### src/rtl/seatbelt_pkg.sv
// Shared types and constants for the multi-seat seat-belt warning controller.
//   sb_state_t : controller FSM state encoding
//   SEC_W      : width of the whole-seconds counter
package seatbelt_pkg;

  localparam int unsigned SEC_W = 8;

  typedef enum logic [2:0] {
    StIdle  = 3'd0,
    StArmed = 3'd1,
    StWait  = 3'd2,
    StAlarm = 3'd3,
    StMute  = 3'd4
  } sb_state_t;

endpackage

### src/rtl/tick_prescaler.sv
// Divides the clock down to a one-cycle tick every DIV cycles.
//   clk_i  : clock
//   rst_i  : synchronous active-high reset
//   clr_i  : restart the count from 0 (takes effect on the next edge)
//   tick_o : high for the single cycle in which the count sits at DIV-1
module tick_prescaler #(
  parameter int unsigned DIV = 50_000_000
) (
  input  logic clk_i,
  input  logic rst_i,
  input  logic clr_i,
  output logic tick_o
);

  localparam int unsigned W = $clog2(DIV);
  localparam logic [W-1:0] Last = W'(DIV - 1);

  logic [W-1:0] div_q, div_d;

  always_comb begin
    tick_o = (div_q == Last);
    div_d  = div_q + 1'b1;
    if (clr_i || tick_o) begin
      div_d = '0;
    end
  end

  always_ff @(posedge clk_i) begin
    if (rst_i) begin
      div_q <= '0;
    end else begin
      div_q <= div_d;
    end
  end

endmodule

### src/rtl/seatbelt_alarm.sv
// Multi-seat seat-belt warning controller. Waits WAIT_S seconds after any
// occupied seat is unbelted with the key on, sounds the warning for ALARM_S
// seconds, then mutes until a further seat becomes unbelted.
//   clk_i  : clock
//   rst_i  : synchronous active-high reset
//   k_i    : ignition key on
//   p_i    : seat occupied, one bit per seat
//   b_i    : belt fastened, one bit per seat
//   w_o    : warning output (blinks per tick when BLINK is set)
//   seat_o : registered per-seat violation mask
//   mute_o : high while the warning is muted
module seatbelt_alarm
  import seatbelt_pkg::*;
#(
  parameter int unsigned N_SEATS  = 4,
  parameter int unsigned TICK_DIV = 50_000_000,
  parameter int unsigned WAIT_S   = 5,
  parameter int unsigned ALARM_S  = 30,
  parameter int unsigned BLINK    = 1
) (
  input  logic               clk_i,
  input  logic               rst_i,
  input  logic               k_i,
  input  logic [N_SEATS-1:0] p_i,
  input  logic [N_SEATS-1:0] b_i,
  output logic               w_o,
  output logic [N_SEATS-1:0] seat_o,
  output logic               mute_o
);

  localparam logic [SEC_W-1:0] WaitLast  = SEC_W'(WAIT_S - 1);
  localparam logic [SEC_W-1:0] AlarmLast = SEC_W'(ALARM_S - 1);

  sb_state_t          state_q, state_d;
  logic [SEC_W-1:0]   sec_q, sec_d;
  logic               ph_q, ph_d;
  logic [N_SEATS-1:0] seat_q;

  logic [N_SEATS-1:0] v;
  logic               any_v, new_v;
  logic               tick, restart, clr;

  assign v     = p_i & ~b_i & {N_SEATS{k_i}};
  assign any_v = |v;
  assign new_v = |(v & ~seat_q);

  tick_prescaler #(
    .DIV (TICK_DIV)
  ) u_prescaler (
    .clk_i  (clk_i),
    .rst_i  (rst_i),
    .clr_i  (clr),
    .tick_o (tick)
  );

  // Priority: key off, no violation, timeout, new violating seat.
  always_comb begin
    state_d = state_q;
    restart = 1'b0;
    if (!k_i) begin
      state_d = StIdle;
    end else begin
      unique case (state_q)
        StIdle:  state_d = StArmed;
        StArmed: if (any_v) state_d = StWait;
        StWait: begin
          if (!any_v) begin
            state_d = StArmed;
          end else if (tick && (sec_q == WaitLast)) begin
            state_d = StAlarm;
          end
        end
        StAlarm: begin
          if (!any_v) begin
            state_d = StArmed;
          end else if (tick && (sec_q == AlarmLast)) begin
            state_d = StMute;
          end else if (new_v) begin
            restart = 1'b1;
          end
        end
        StMute: begin
          if (!any_v) begin
            state_d = StArmed;
          end else if (new_v) begin
            state_d = StAlarm;
          end
        end
        default: state_d = StIdle;
      endcase
    end
  end

  // Every timed state counts whole seconds from its own entry.
  assign clr = (state_d != state_q) || restart;

  always_comb begin
    sec_d = sec_q;
    if (clr) begin
      sec_d = '0;
    end else if (tick) begin
      sec_d = sec_q + 1'b1;
    end
  end

  // Blink phase starts high on every (re)start of the alarm.
  always_comb begin
    ph_d = ph_q;
    if ((state_d == StAlarm && state_q != StAlarm) || restart) begin
      ph_d = 1'b1;
    end else if (state_q == StAlarm && tick) begin
      ph_d = ~ph_q;
    end
  end

  always_ff @(posedge clk_i) begin
    if (rst_i) begin
      state_q <= StIdle;
      sec_q   <= '0;
      ph_q    <= 1'b0;
      seat_q  <= '0;
    end else begin
      state_q <= state_d;
      sec_q   <= sec_d;
      ph_q    <= ph_d;
      seat_q  <= v;
    end
  end

  assign w_o    = (state_q == StAlarm) && ((BLINK != 0) ? ph_q : 1'b1);
  assign mute_o = (state_q == StMute);
  assign seat_o = seat_q;

endmodule

### config.mk
export PLATFORM = sky130hd
export DESIGN_NAME = seatbelt_alarm
export DESIGN_NICKNAME = d
export VERILOG_FILES = /design/src/rtl/seatbelt_pkg.sv /design/src/rtl/tick_prescaler.sv /design/src/rtl/seatbelt_alarm.sv
export SDC_FILE = /design/constraint.sdc
export NUM_CORES = 1
export LEC_CHECK = 0
export BUFFER_PORTS_ARGS = -buffer_cell sky130_fd_sc_hd__buf_2
export CORE_MARGIN = 8
export CORE_UTILIZATION = 59
export DETAILED_ROUTE_END_ITERATION = 10
export PLACE_DENSITY = 0.79
export SYNTH_ARGS = -nofsm -noshare
export SYNTH_HDL_FRONTEND = slang
export SYNTH_SLANG_ARGS = --single-unit
### constraint.sdc
create_clock -name clk_i -period 2.9 [get_ports clk_i]
set_input_delay 0.145 -clock clk_i [delete_from_list [all_inputs] [get_ports clk_i]]
set_output_delay 0.145 -clock clk_i [all_outputs]
set_load 0.05 [all_outputs]
==> summary.md, run 1 <==
| Metric | Value |
|---|---|
| Status | finished clean |
| Layout area overhead | 10.62% |
| Clk sink count | 42 |
| Fmax | slightly above 400 MHz |
| Pint | around 0.00086 W |
| Detailed Route WL | roughly 4700 microns |
| Crit share post-route | 0.8343 |
| Die width | 76.61 microns |
| Critical path's slowest cell | nor4_4 |
| Synth Net Count | between 200 and 300 |
| Sequential area share after synthesis | 0.3880 |
| CP Max Fanout | 22 |
| # rows | 22 |
| Worst Hold Slack | ~0.12 ns |
| Root Buffer | clkbuf_8 |
| TritonCTS Buffers | 5 |
| Sw Share | 0.2266 |
| Most frequent cells in the layout | dfxtp_1 (42), nor2_1 (37), nand2_1 (22), nor3_1 (19), xor2_1 (18) |
| Most common cell after layout, fill and taps aside | dfxtp_1 |
| Antenna viol nets, final | 0 |
| Initial antenna violation count | 0 |
| # fillers | ~310 |
| Slew Viols, Final | 0 |
| CTS max path bufs | 2 |
| Gr busiest metal | met2 |
| Via count | approximately 1900 |
| Cell area after synthesis | roughly 2200 sq um |
| Fin crit period | 2.420 ns |
| CTS tree | yes |
| # diodes | 0 |
| Vias in the first global route | 1791 |
| Synth unique cells | 42 |
| RSZ-0062 raised after global routing | no |
| Nets | ~290 |
| Clk pwr share | 0.407 |
| Worst vdd ir | about 0.37 mV |
| Skew final | ~0.013 ns |
| Initial Util | 0.6010 |
| Vias/cell | a little under 6 |
| CTS Hold Bufs | 0 |
| Wire per inst | around 14 microns |
| Net Switching | between 0.0002 and 0.0003 W |
| FF+latch count, synth | 42 |
| Buf/Inv on CP | 1 |
| P_leak | 0.8570 nW |
| Met2 Usage GRT | 0.2691 |
| Dpl cell area | 2288 sq um |
| # setup viols final | 0 |
| Worst slew pin tran | between 0.8 and 0.9 ns |
| Clk Latency, worst-skew pair | ~0.3 ns |
| Initial drt markers | about 180 |
| DRC viols | 0 |
| Pwr/cell area | between 400 and 500 nW/um^2 |
| Share of total power in combinational logic | 0.067 |
| First-pass GRT wire length | roughly 8000 microns |
| Post-CTS setup buffers | 0 |
| Worst hold path class | in2reg |
| H-tree depth | 2 |
| CP Class | reg2reg |
| Pre-CTS worst setup slack | between 0.4 and 0.5 ns |
| Die footprint | 5868 sq um |
| Final Hold Violating Endpoints | 0 |
| Required @ worst endpoint | around 3.1 ns |
| FF-to-FF path depth | 8 |
| Fraction of registers with async set/reset | 0 |
| Clock slew at reported path FFs | roughly 0.080 ns |
| Power, Total | 0.001116 W |
| Layout cell share with drive strength beyond 1 | 0.1392 |
| Avg Synthesized Cell Area | between 8 and 9 sq um |
| CP arrival | 2.60 ns |
| Ports | 17 |
| M1 GR Usage | 0.1900 |
| Final worst setup slack | around 0.48 ns |
| EDFF count, synth | 0 |
| WHS Path Cells | 2 |
| Final GP Congestion | 0.8608 |
| Synth Instances | between 200 and 300 |
| Final Cell Area | around 2400 sq um |
| Overflow after GRT | 0 |
| CP endpoint kind | flop |
| Setup TNS | 0 ns |
| Port Buf Inserts | 16 |
| Worst-path cell chain | ha_1, nand3_4, or3_4, nor4_4, a41oi_1, o22ai_2, buf_4, nor3_1 |
| Yosys warning count | 0 |
| Ys flop type | dfxtp_1 |
| Met3 Usage GRT | 0.05307 |
| Relative max-transition margin | 0.4533 |
| Final HPWL DP | about 3300 microns |
| # resized after CTS | 0 |
| Die Height | between 70 and 80 microns |
| Max incr delay on CP | 0.43 ns |
| Crit path launch type | flop |
| DR pass1 iterations | 4 |
| Total GRT Usage | 0.1642 |
| Crit path max-delay family | simple AND/OR/NAND/NOR gates |
| Worst path depth | 8 |
| Pin count of the biggest net entering global routing | 23 |
| Sequential Power Share | 0.526 |
| Max Cap Viol | 0 |
| Area of the core | 3606 sq um |
## metal layers
layer / up-vias / routed length [microns]
met1: 855 / 2023
met3: 11 / 298
li1: 929 / -
met4: 0 / 86
met5: - / 0
met2: 55 / 2242
## cell type report
class / count / area (sq um) / area share
multi-input combinational: 196 / 1247 / 0.5204
sequential: 42 / 840.8 / 0.3507
timing repair buffer: 21 / 117.6 / 0.04906
clock buffer: 5 / 68.82 / 0.02871
tap: 48 / 60.06 / 0.02505
clock inverter: 3 / 40.04 / 0.01670
inverter: 6 / 22.52 / 0.009395
## state kept, by name (all words and copies together), names as in the netlist
name               flops
state_q                3
ph_q                   1
u_prescaler.div_q     26
seat_o                 4
sec_q                  8
## through the flow
step,instances,utilization
finish,321,0.6648
global route,321,0.6648
global placement,313,0.6346
detailed placement,313,0.6346
CTS,321,0.6648
floorplan,254,-
## logic make-up (layout without fill, tap and decap cells)
kind of cell | Yosys count | after routing | share of synthesized area
simple gates | 138 | 138 | 0.3458
mux | 1 | 1 | 0.004619
xor+xnor | 31 | 31 | 0.1253
compound gates | 22 | 22 | 0.07679
flops | 42 | 42 | 0.3880
buf+inv | 16 | 35 | 0.03637
fa+ha+maj | 4 | 4 | 0.02310
## power by group through the flow
stage / registers, W / logic [W] / clock network (W)
floorplan: 0.000603 / 0.0000472 / 0
global placement: 0.000600 / 0.0000721 / 0
detailed placement: 0.000601 / 0.0000738 / 0
CTS: 0.000587 / 0.0000744 / 0.000464
global route: 0.000588 / 0.0000822 / 0.000486
finish: 0.000587 / 0.0000743 / 0.000454
## path summary, 6_finish.rpt
check / startpoint / endpoint / slack [ns]
worst max register to register: u_prescaler.div_q[0]$_SDFF_PP0_ / u_prescaler.div_q[17]$_SDFF_PP0_ / 0.48
worst min-delay path: rst_i / ph_q$_SDFFE_PP0P_ / 0.12
worst max-delay path: u_prescaler.div_q[0]$_SDFF_PP0_ / u_prescaler.div_q[17]$_SDFF_PP0_ / 0.48
worst min register to register: sec_q[1]$_SDFFE_PP0P_ / sec_q[1]$_SDFFE_PP0P_ / 0.50
## cell usage after synthesis (all sizes together), types with 2 or more instances
library cell / number / share of area
a21boi: 2 / 0.0069
dfxtp: 42 / 0.39
and3: 8 / 0.024
nor3b: 5 / 0.017
nor4: 4 / 0.025
nor2: 38 / 0.067
and2: 2 / 0.0058
xor2: 18 / 0.073
ha: 4 / 0.023
nor4b: 2 / 0.0081
nand4: 13 / 0.038
nand2: 22 / 0.038
buf: 4 / 0.016
clkbuf: 6 / 0.010
and4: 2 / 0.0081
a21oi: 4 / 0.0092
nand2b: 7 / 0.020
inv: 6 / 0.010
o21ai: 2 / 0.0046
a31oi: 3 / 0.0087
xnor2: 13 / 0.053
nand3: 12 / 0.033
nor3: 19 / 0.044
a41oi: 3 / 0.012
No activity file was read; power rests on OpenSTA's default activity.
==> run 2, diff against run 1 <==
--- a/config.mk
+++ b/config.mk
@@ -5,11 +5,12 @@
 export SDC_FILE = /design/constraint.sdc
 export NUM_CORES = 1
 export LEC_CHECK = 0
+export ABC_AREA = 1
 export BUFFER_PORTS_ARGS = -buffer_cell sky130_fd_sc_hd__buf_2
 export CORE_MARGIN = 8
-export CORE_UTILIZATION = 59
+export CORE_UTILIZATION = 54
 export DETAILED_ROUTE_END_ITERATION = 10
-export PLACE_DENSITY = 0.79
+export PLACE_DENSITY = 0.75
 export SYNTH_ARGS = -nofsm -noshare
 export SYNTH_HDL_FRONTEND = slang
 export SYNTH_SLANG_ARGS = --single-unit
==> constraint.sdc (replaced) <==
create_clock -name clk_i -period 2.2 [get_ports clk_i]
set_input_delay 0.11 -clock clk_i [delete_from_list [all_inputs] [get_ports clk_i]]
set_output_delay 0.11 -clock clk_i [all_outputs]
set_load 0.05 [all_outputs]
==> run 2 against run 1 <==
Core utilization fell by 3.9 points. Sequential power rose by 32%. Count of clock-buffer cells in the layout rose by 2. Worst hold slack got worse by 0.028 ns. Clock skew fell by 0.0078 ns. First-iteration DRC count fell by 39%. Sequential share of layout area fell by 3.6 points. Die area rose by 15%. Setup slack got worse by 0.29 ns. Critical path type unchanged. Largest cell class unchanged.
==> summary.md, run 2 <==
| Metric | Value |
|---|---|
| Die width | 82.23 microns |
| P_leak | about 1.0 nW |
| Final Hold Violating Endpoints | 0 |
| Critical path's slowest cell | dfxtp_2 |
| DR pass1 iterations | 4 |
| CP Class | reg2reg |
| Ys flop type | dfxtp_1 |
| CTS tree | yes |
| Synth unique cells | 25 |
| Layout area overhead | 13.42% |
| Vias in the first global route | roughly 2000 |
| Root Buffer | clkbuf_8 |
| Max FFs per register | 26 |
| Top reg by flops | u_prescaler.div_q |
| # setup viols final | 0 |
| Layout cell share with drive strength beyond 1 | 0.1940 |
| # fillers | just over 400 |
| Relative max-transition margin | 0.7557 |
| Final Cell Area | about 2700 sq um |
| Crit path max-delay family | simple AND/OR/NAND/NOR gates |
| Pwr/cell area | around 530 nW/um^2 |
| Max Cap Viol | 0 |
| Synth top area share | 0.3550 |
| CP most frequent cell | nand3_1 |
| Avg Synthesized Cell Area | about 7.0 sq um |
| Worst vdd ir | between 0.3 and 0.4 mV |
| # rows | 24 |
| Fraction of registers with async set/reset | 0 |
| Final Util | 0.6256 |
| CP endpoint kind | flop |
| Total GRT Usage | 0.1479 |
| Antenna viol nets, final | 0 |
| Skew final | 0.004836 ns |
| Final HPWL DP | between 3000 and 4000 microns |
| Share of total power in combinational logic | 0.101 |
| # diodes | 0 |
| Most common cell after layout, fill and taps aside | nand2_1 |
| Ports | 17 |
| Post-synth top cells | nand2_1 (64), nor2_1 (57), inv_1 (52) |
| Sequential area share after synthesis | 0.3550 |
| CP Max Fanout | 4 |
| Fin crit period | between 2 and 2.5 ns |
| Synth Net Count | 355 |
| Register area | roughly 840 sq um |
| Dpl cell area | between 2000 and 3000 sq um |
| Crit path launch type | flop |
| Nets | between 300 and 400 |
| Sequential Power Share | 0.544 |
| Pin count of the biggest net entering global routing | 27 |
| FF+latch count, synth | between 40 and 50 |
| Wire per inst | ~12 microns |
| TritonCTS Buffers | 5 |
| Worst slew pin tran | 0.3634 ns |
| Clk pwr share | 0.354 |
| DRC viols | 0 |
| Most common cell in the netlist | nand2_1 |
| Initial Util | 0.5516 |
| Net Switching | ~0.00035 W |
| Port Buf Inserts | 16 |
| Clock slew at reported path FFs | 0.08 ns |
| Die Height | 82.23 microns |
| Pint | around 0.0011 W |
| Main area contributors after synthesis | dfxtp_1 (35%), nand2_1 (10%), nor2_1 (9.0%) |
| Die footprint | between 6000 and 7000 sq um |
| CTS max path bufs | 2 |
| Multi-input combinational cell area | 1316 sq um |
| Required @ worst endpoint | 2.44 ns |
| Synth Instances | 340 |
| Detailed Route WL | about 4800 microns |
| H-tree depth | 2 |
| Worst hold path class | in2reg |
| Top cell type by total area after synthesis | dfxtp_1 |
| Vias/cell | ~5.0 |
| Fmax | around 500 MHz |
| CP arrival | around 2.3 ns |
| Status | finished clean |
| Overflow after GRT | 0 |
| Crit share post-route | 0.9128 |
| Via count | 2074 |
| EDFF count, synth | 0 |
| Area of the core | approximately 4300 sq um |
| Cell area after synthesis | ~2400 sq um |
| Initial antenna violation count | 0 |
| CTS Hold Bufs | 0 |
| Initial drt markers | 110 |
| Max incr delay on CP | approximately 0.38 ns |
| Sw Share | 0.2476 |
| Most frequent cells in the layout | nand2_1 (63), nor2_1 (57), inv_1 (51), dfxtp_1 (39), nor2_2 (24) |
| Clk Latency, worst-skew pair | a little under 0.3 ns |
| Worst-path cell chain | ha_4, nand3_4, nor3_1, nand3_1, nor4_2, nand3_1, xnor2_1, inv_1, nor2_2 |
| First-pass GRT wire length | around 8000 microns |
| Final GP Congestion | 0.9249 |
| Clk sink count | between 40 and 50 |
| Slew Viols, Final | 0 |
| Buf/Inv on CP | 1 |
| Yosys warning count | 0 |
## run 2: cell types whose count changed after synthesis, moves of 5 or more
| cell | delta |
|---|---|
| nand2b_1 | -7 |
| nor3b_1 | -5 |
| and3_1 | -6 |
| nand3_1 | +13 |
| nor2_1 | +20 |
| xor2_1 | +5 |
| nor3_1 | -13 |
| inv_1 | +46 |
| nor2_2 | +23 |
| xnor2_1 | -5 |
| clkbuf_1 | -5 |
| nand2_1 | +42 |
## run 2: cells by family after synthesis
family,after synthesis,share of synthesized area
compound gates,8,0.01902
xor+xnor,31,0.1146
fa+ha+maj,4,0.02113
buf+inv,59,0.1035
flops,42,0.3550
simple gates,196,0.3867
## run 2: worst reg2reg max path, cell delays in order (launching register included)
cell	delay [ns]
dfxtp_2	0.38
ha_4	0.16
nand3_4	0.09
nor3_1	0.31
nand3_1	0.25
nor4_2	0.32
nand3_1	0.14
xnor2_1	0.15
inv_1	0.06
nor2_2	0.08
## run 2: final timing paths
| kind | depth (start not counted) | start | slack, ns | to |
|---|---|---|---|---|
| worst max-delay path | 9 | u_prescaler.div_q[0]$_SDFF_PP0_ | 0.19 | u_prescaler.div_q[22]$_SDFF_PP0_ |
| worst min-delay path | 4 | b_i[3] | 0.1 | seat_o[3]$_SDFF_PP0_ |
| worst max register to register | 9 | u_prescaler.div_q[0]$_SDFF_PP0_ | 0.19 | u_prescaler.div_q[22]$_SDFF_PP0_ |
| worst min register to register | 1 | u_prescaler.div_q[0]$_SDFF_PP0_ | 0.46 | u_prescaler.div_q[0]$_SDFF_PP0_ |
## run 2: routing by layer
metal	up-vias	GRT usage	routed length [microns]
li1	1083	-	-
met1	927	0.1779	2188
met4	0	0.04737	59
met5	-	0	0
met2	56	0.2482	2292
met3	8	0.04113	274
## run 2: area by class of cell
type	count	area share
flip-flops and latches	42	0.3144
clock inverters	1	0.001863
repair buffers	23	0.06195
multi-input cells	239	0.4900
clock buffers	7	0.03214
well taps	52	0.02422
inverters	54	0.07545
## run 2: stage by stage
step	setup WS, ns	hold slack, ns	cells	power (W)	setup TNS, ns
after floorplan	0.3048	0.2706	340	0.0008883	0
after global placement	0.07509	0.3954	407	0.0009155	0
after detailed placement	-0.05344	0.3982	407	0.0009175	-0.05344
after CTS	0.08392	0.08984	415	0.001423	0
after global routing	-0.01648	0.1045	418	0.001492	-0.07750
final	0.1918	0.09521	418	0.001428	0
## run 2: timing repair
item	4_1_cts	5_1_grt
endpoints found under the setup margin	1	34
cloned	0	2
pin swaps	0	3
resized for setup	1	9
setup buffers	0	1
## run 2: power groups by stage
stage	clock (W)	sequential, W	combinational (W)
floorplan	0	0.000798	0.0000903
global placement	0	0.000792	0.000123
detailed placement	0	0.000793	0.000125
CTS	0.000524	0.000774	0.000125
global route	0.000551	0.000778	0.000163
finish	0.000506	0.000777	0.000145
==> run 3, diff against run 2 <==
--- a/config.mk
+++ b/config.mk
@@ -7,10 +7,12 @@
 export LEC_CHECK = 0
 export ABC_AREA = 1
 export BUFFER_PORTS_ARGS = -buffer_cell sky130_fd_sc_hd__buf_2
-export CORE_MARGIN = 8
-export CORE_UTILIZATION = 54
+export CELL_PAD_IN_SITES_DETAIL_PLACEMENT = 0
+export CELL_PAD_IN_SITES_GLOBAL_PLACEMENT = 1
+export CORE_UTILIZATION = 39
 export DETAILED_ROUTE_END_ITERATION = 10
-export PLACE_DENSITY = 0.75
+export PLACE_DENSITY_LB_ADDON = 0.1
+export REMOVE_ABC_BUFFERS = 1
 export SYNTH_ARGS = -nofsm -noshare
 export SYNTH_HDL_FRONTEND = slang
 export SYNTH_SLANG_ARGS = --single-unit
==> run 3 against run 2 <==
Count of clock-buffer cells in the layout fell by 1. Worst hold slack got worse by 0.011 ns. Sequential power about the same. Critical endpoint is now u_prescaler.div_q[17]$_SDFF_PP0_. Highest routed layer unchanged.
==> summary.md, run 3 (same netlist as run 2, synthesis figures left out) <==
| Metric | Value |
|---|---|
| Pin count of the biggest net entering global routing | 27 |
| Fmax | approximately 500 MHz |
| Worst R2R End | u_prescaler.div_q[17]$_SDFF_PP0_ |
| CTS tree | yes |
| Die footprint | 6389 sq um |
| Max FFs per register | 26 |
| P_leak | a little over 1 nW |
| Clk sink count | between 40 and 50 |
| Relative max-transition margin | 0.7658 |
| Multi-input combinational cell area | 1295 sq um |
| Final cell count without fillers | ~440 |
| DP Cell Count | approximately 430 |
| Area of the core | roughly 5900 sq um |
| Final Cell Area | ~2700 sq um |
| Nets | between 300 and 400 |
| Root Buffer | clkbuf_8 |
| Wire per inst | ~11 microns |
| Detailed Route WL | just under 5000 microns |
| Fin crit period | slightly above 2 ns |
| Highest metal used | met4 |
| Port Buf Inserts | 16 |
| Setup crit end | u_prescaler.div_q[17]$_SDFF_PP0_ |
| Total GRT Usage | 0.1684 |
| Overflow after GRT | 0 |
| Power, Total | ~0.0014 W |
| Slew Viols, Final | 0 |
| Vias/cell | roughly 4.5 |
| Max incr delay on CP | 0.35 ns |
| Buf/Inv on CP | 2 |
| Met3 routed WL | about 160 microns |
| CP Class | reg2reg |
| # fillers | about 640 |
| First-pass GRT wire length | between 8000 and 9000 microns |
| Share of total power in combinational logic | 0.089 |
| Die Height | between 70 and 80 microns |
| Top reg by flops | u_prescaler.div_q |
| Most frequent cells in the layout | nand2_1 (63), nor2_1 (57), inv_1 (52), dfxtp_1 (41), nor2_2 (24) |
| Max Cap Viol | 0 |
| FF-to-FF setup slack | 0.19 ns |
| CTS Hold Bufs | 0 |
| Clock slew at reported path FFs | ~0.080 ns |
| Sequential Power Share | 0.543 |
| Final Hold Violating Endpoints | 0 |
| # diodes | 0 |
| Pint | 0.001061 W |
| # rows | 28 |
| # setup viols final | 0 |
| Vias in the first global route | 1869 |
| Ports | 17 |
| Worst vdd ir | 0.2641 mV |
| Final HPWL DP | 3717 microns |
| Net Switching | ~0.00037 W |
| Worst-path cell chain | ha_1, nand3_2, inv_1, nand2_1, nor2_2, nand3_1, nand2_2, nand3_2, nand2_1, nand2_1, nor2_4, nand3_4, buf_12, nor2_1 |
| TritonCTS Buffers | 5 |
| Status | finished clean |
| Crit share post-route | 0.9143 |
| Most common cell after layout, fill and taps aside | nand2_1 |
| DR pass1 iterations | 4 |
| Setup TNS | 0 ns |
| Dpl cell area | between 2000 and 3000 sq um |
| Worst slew pin tran | approximately 0.35 ns |
| CTS max path bufs | 2 |
| RSZ-0062 raised after global routing | no |
| Initial drt markers | 73 |
| CP arrival | 2.24 ns |
| Met1 WL | approximately 2300 microns |
| Critical path's slowest cell | dfxtp_2 |
| Pwr/cell area | about 530 nW/um^2 |
| Required @ worst endpoint | ~2.4 ns |
| Final GP Congestion | 0.8019 |
| H-tree depth | 2 |
| Via count | around 2000 |
| Antenna viol nets, final | 0 |
| R2R Path Start | u_prescaler.div_q[0]$_SDFF_PP0_ |
| Crit path max-delay family | simple AND/OR/NAND/NOR gates |
| CP endpoint kind | flop |
| CP Max Fanout | 26 |
| Initial Util | 0.4024 |
| Register area | 842.1 sq um |
| # resized after CTS | 0 |
| Post-CTS setup buffers | 0 |
| Metal2 WL | roughly 2300 microns |
| Worst path depth | 14 |
| Clk pwr share | 0.369 |
| CP most frequent cell | nand2_1 |
| Critical path startpoint | u_prescaler.div_q[0]$_SDFF_PP0_ |
| Layout cell share with drive strength beyond 1 | 0.1880 |
| Crit path launch type | flop |
| Initial antenna violation count | 0 |
| Sw Share | 0.2570 |
| Worst hold path class | in2reg |
| Die width | around 80 microns |
| Clk Latency, worst-skew pair | 0.29 ns |
| FF-to-FF path depth | 14 |
| Skew final | between 0.005 and 0.006 ns |
| Layout area overhead | 13.21% |
| DRC viols | 0 |
## run 3: changes by cell type in the layout (fill, tap and decap cells not counted), sizes merged
cell,change
clkinvlp,+1
buf,+2
clkbuf,-2
## run 3: routing by layer
layer	up-vias	track usage
met5	-	0
met4	0	0.05536
met3	4	0.04229
met2	25	0.2889
met1	890	0.2040
li1	1084	-
## run 3: cell type report
| type | count | area share |
|---|---|---|
| Clock buffer | 6 | 0.03080 |
| Clock inverter | 2 | 0.004666 |
| Inverter | 54 | 0.07559 |
| Multi-Input combinational cell | 239 | 0.4830 |
| Sequential cell | 42 | 0.3140 |
| Tap cell | 75 | 0.03500 |
| Timing Repair Buffer | 24 | 0.05693 |
## run 3: worst reg2reg max path, stage by stage, from the launching register on
cell and delay (ns):
dfxtp_2 0.35, ha_1 0.20, nand3_2 0.12, inv_1 0.09, nand2_1 0.06, nor2_2 0.12, nand3_1 0.10, nand2_2 0.12
nand3_2 0.11, nand2_1 0.07, nand2_1 0.08, nor2_4 0.16, nand3_4 0.09, buf_12 0.18, nor2_1 0.10
## run 3: how the worst min path moves through the flow
stage                     startpoint              endpoint  slack [ns]  cells past startpoint
final                         p_i[2]  seat_o[2]$_SDFF_PP0_        0.08                      3
after global routing          p_i[2]  seat_o[2]$_SDFF_PP0_        0.08                      3
after CTS                     p_i[2]  seat_o[2]$_SDFF_PP0_        0.07                      3
after detailed placement      p_i[2]  seat_o[2]$_SDFF_PP0_        0.39                      3
after global placement        b_i[3]  seat_o[3]$_SDFF_PP0_        0.40                      4
after floorplan                rst_i     ph_q$_SDFFE_PP0P_        0.18                      1
## run 3: power groups by stage
stage | Clock, W | Combinational [W] | Sequential [W]
5_1_grt | 0.000588 | 0.000143 | 0.000777
4_1_cts | 0.000557 | 0.000128 | 0.000775
2_1_floorplan | 0 | 0.0000768 | 0.000798
3_3_place_gp | 0 | 0.000129 | 0.000793
6_report | 0.000526 | 0.000127 | 0.000775
3_5_place_dp | 0 | 0.000127 | 0.000793
## run 3: stage by stage
| step | util | setup WS [ns] | hold WS, ns |
|---|---|---|---|
| after CTS | 0.4532 | 0.1264 | 0.07092 |
| after detailed placement | 0.4371 | 0.1510 | 0.3920 |
| after floorplan | - | 0.1926 | 0.1791 |
| after global placement | 0.4371 | 0.1869 | 0.3984 |
| after global routing | 0.4556 | 0.004964 | 0.07608 |
| final | 0.4556 | 0.1886 | 0.08433 |
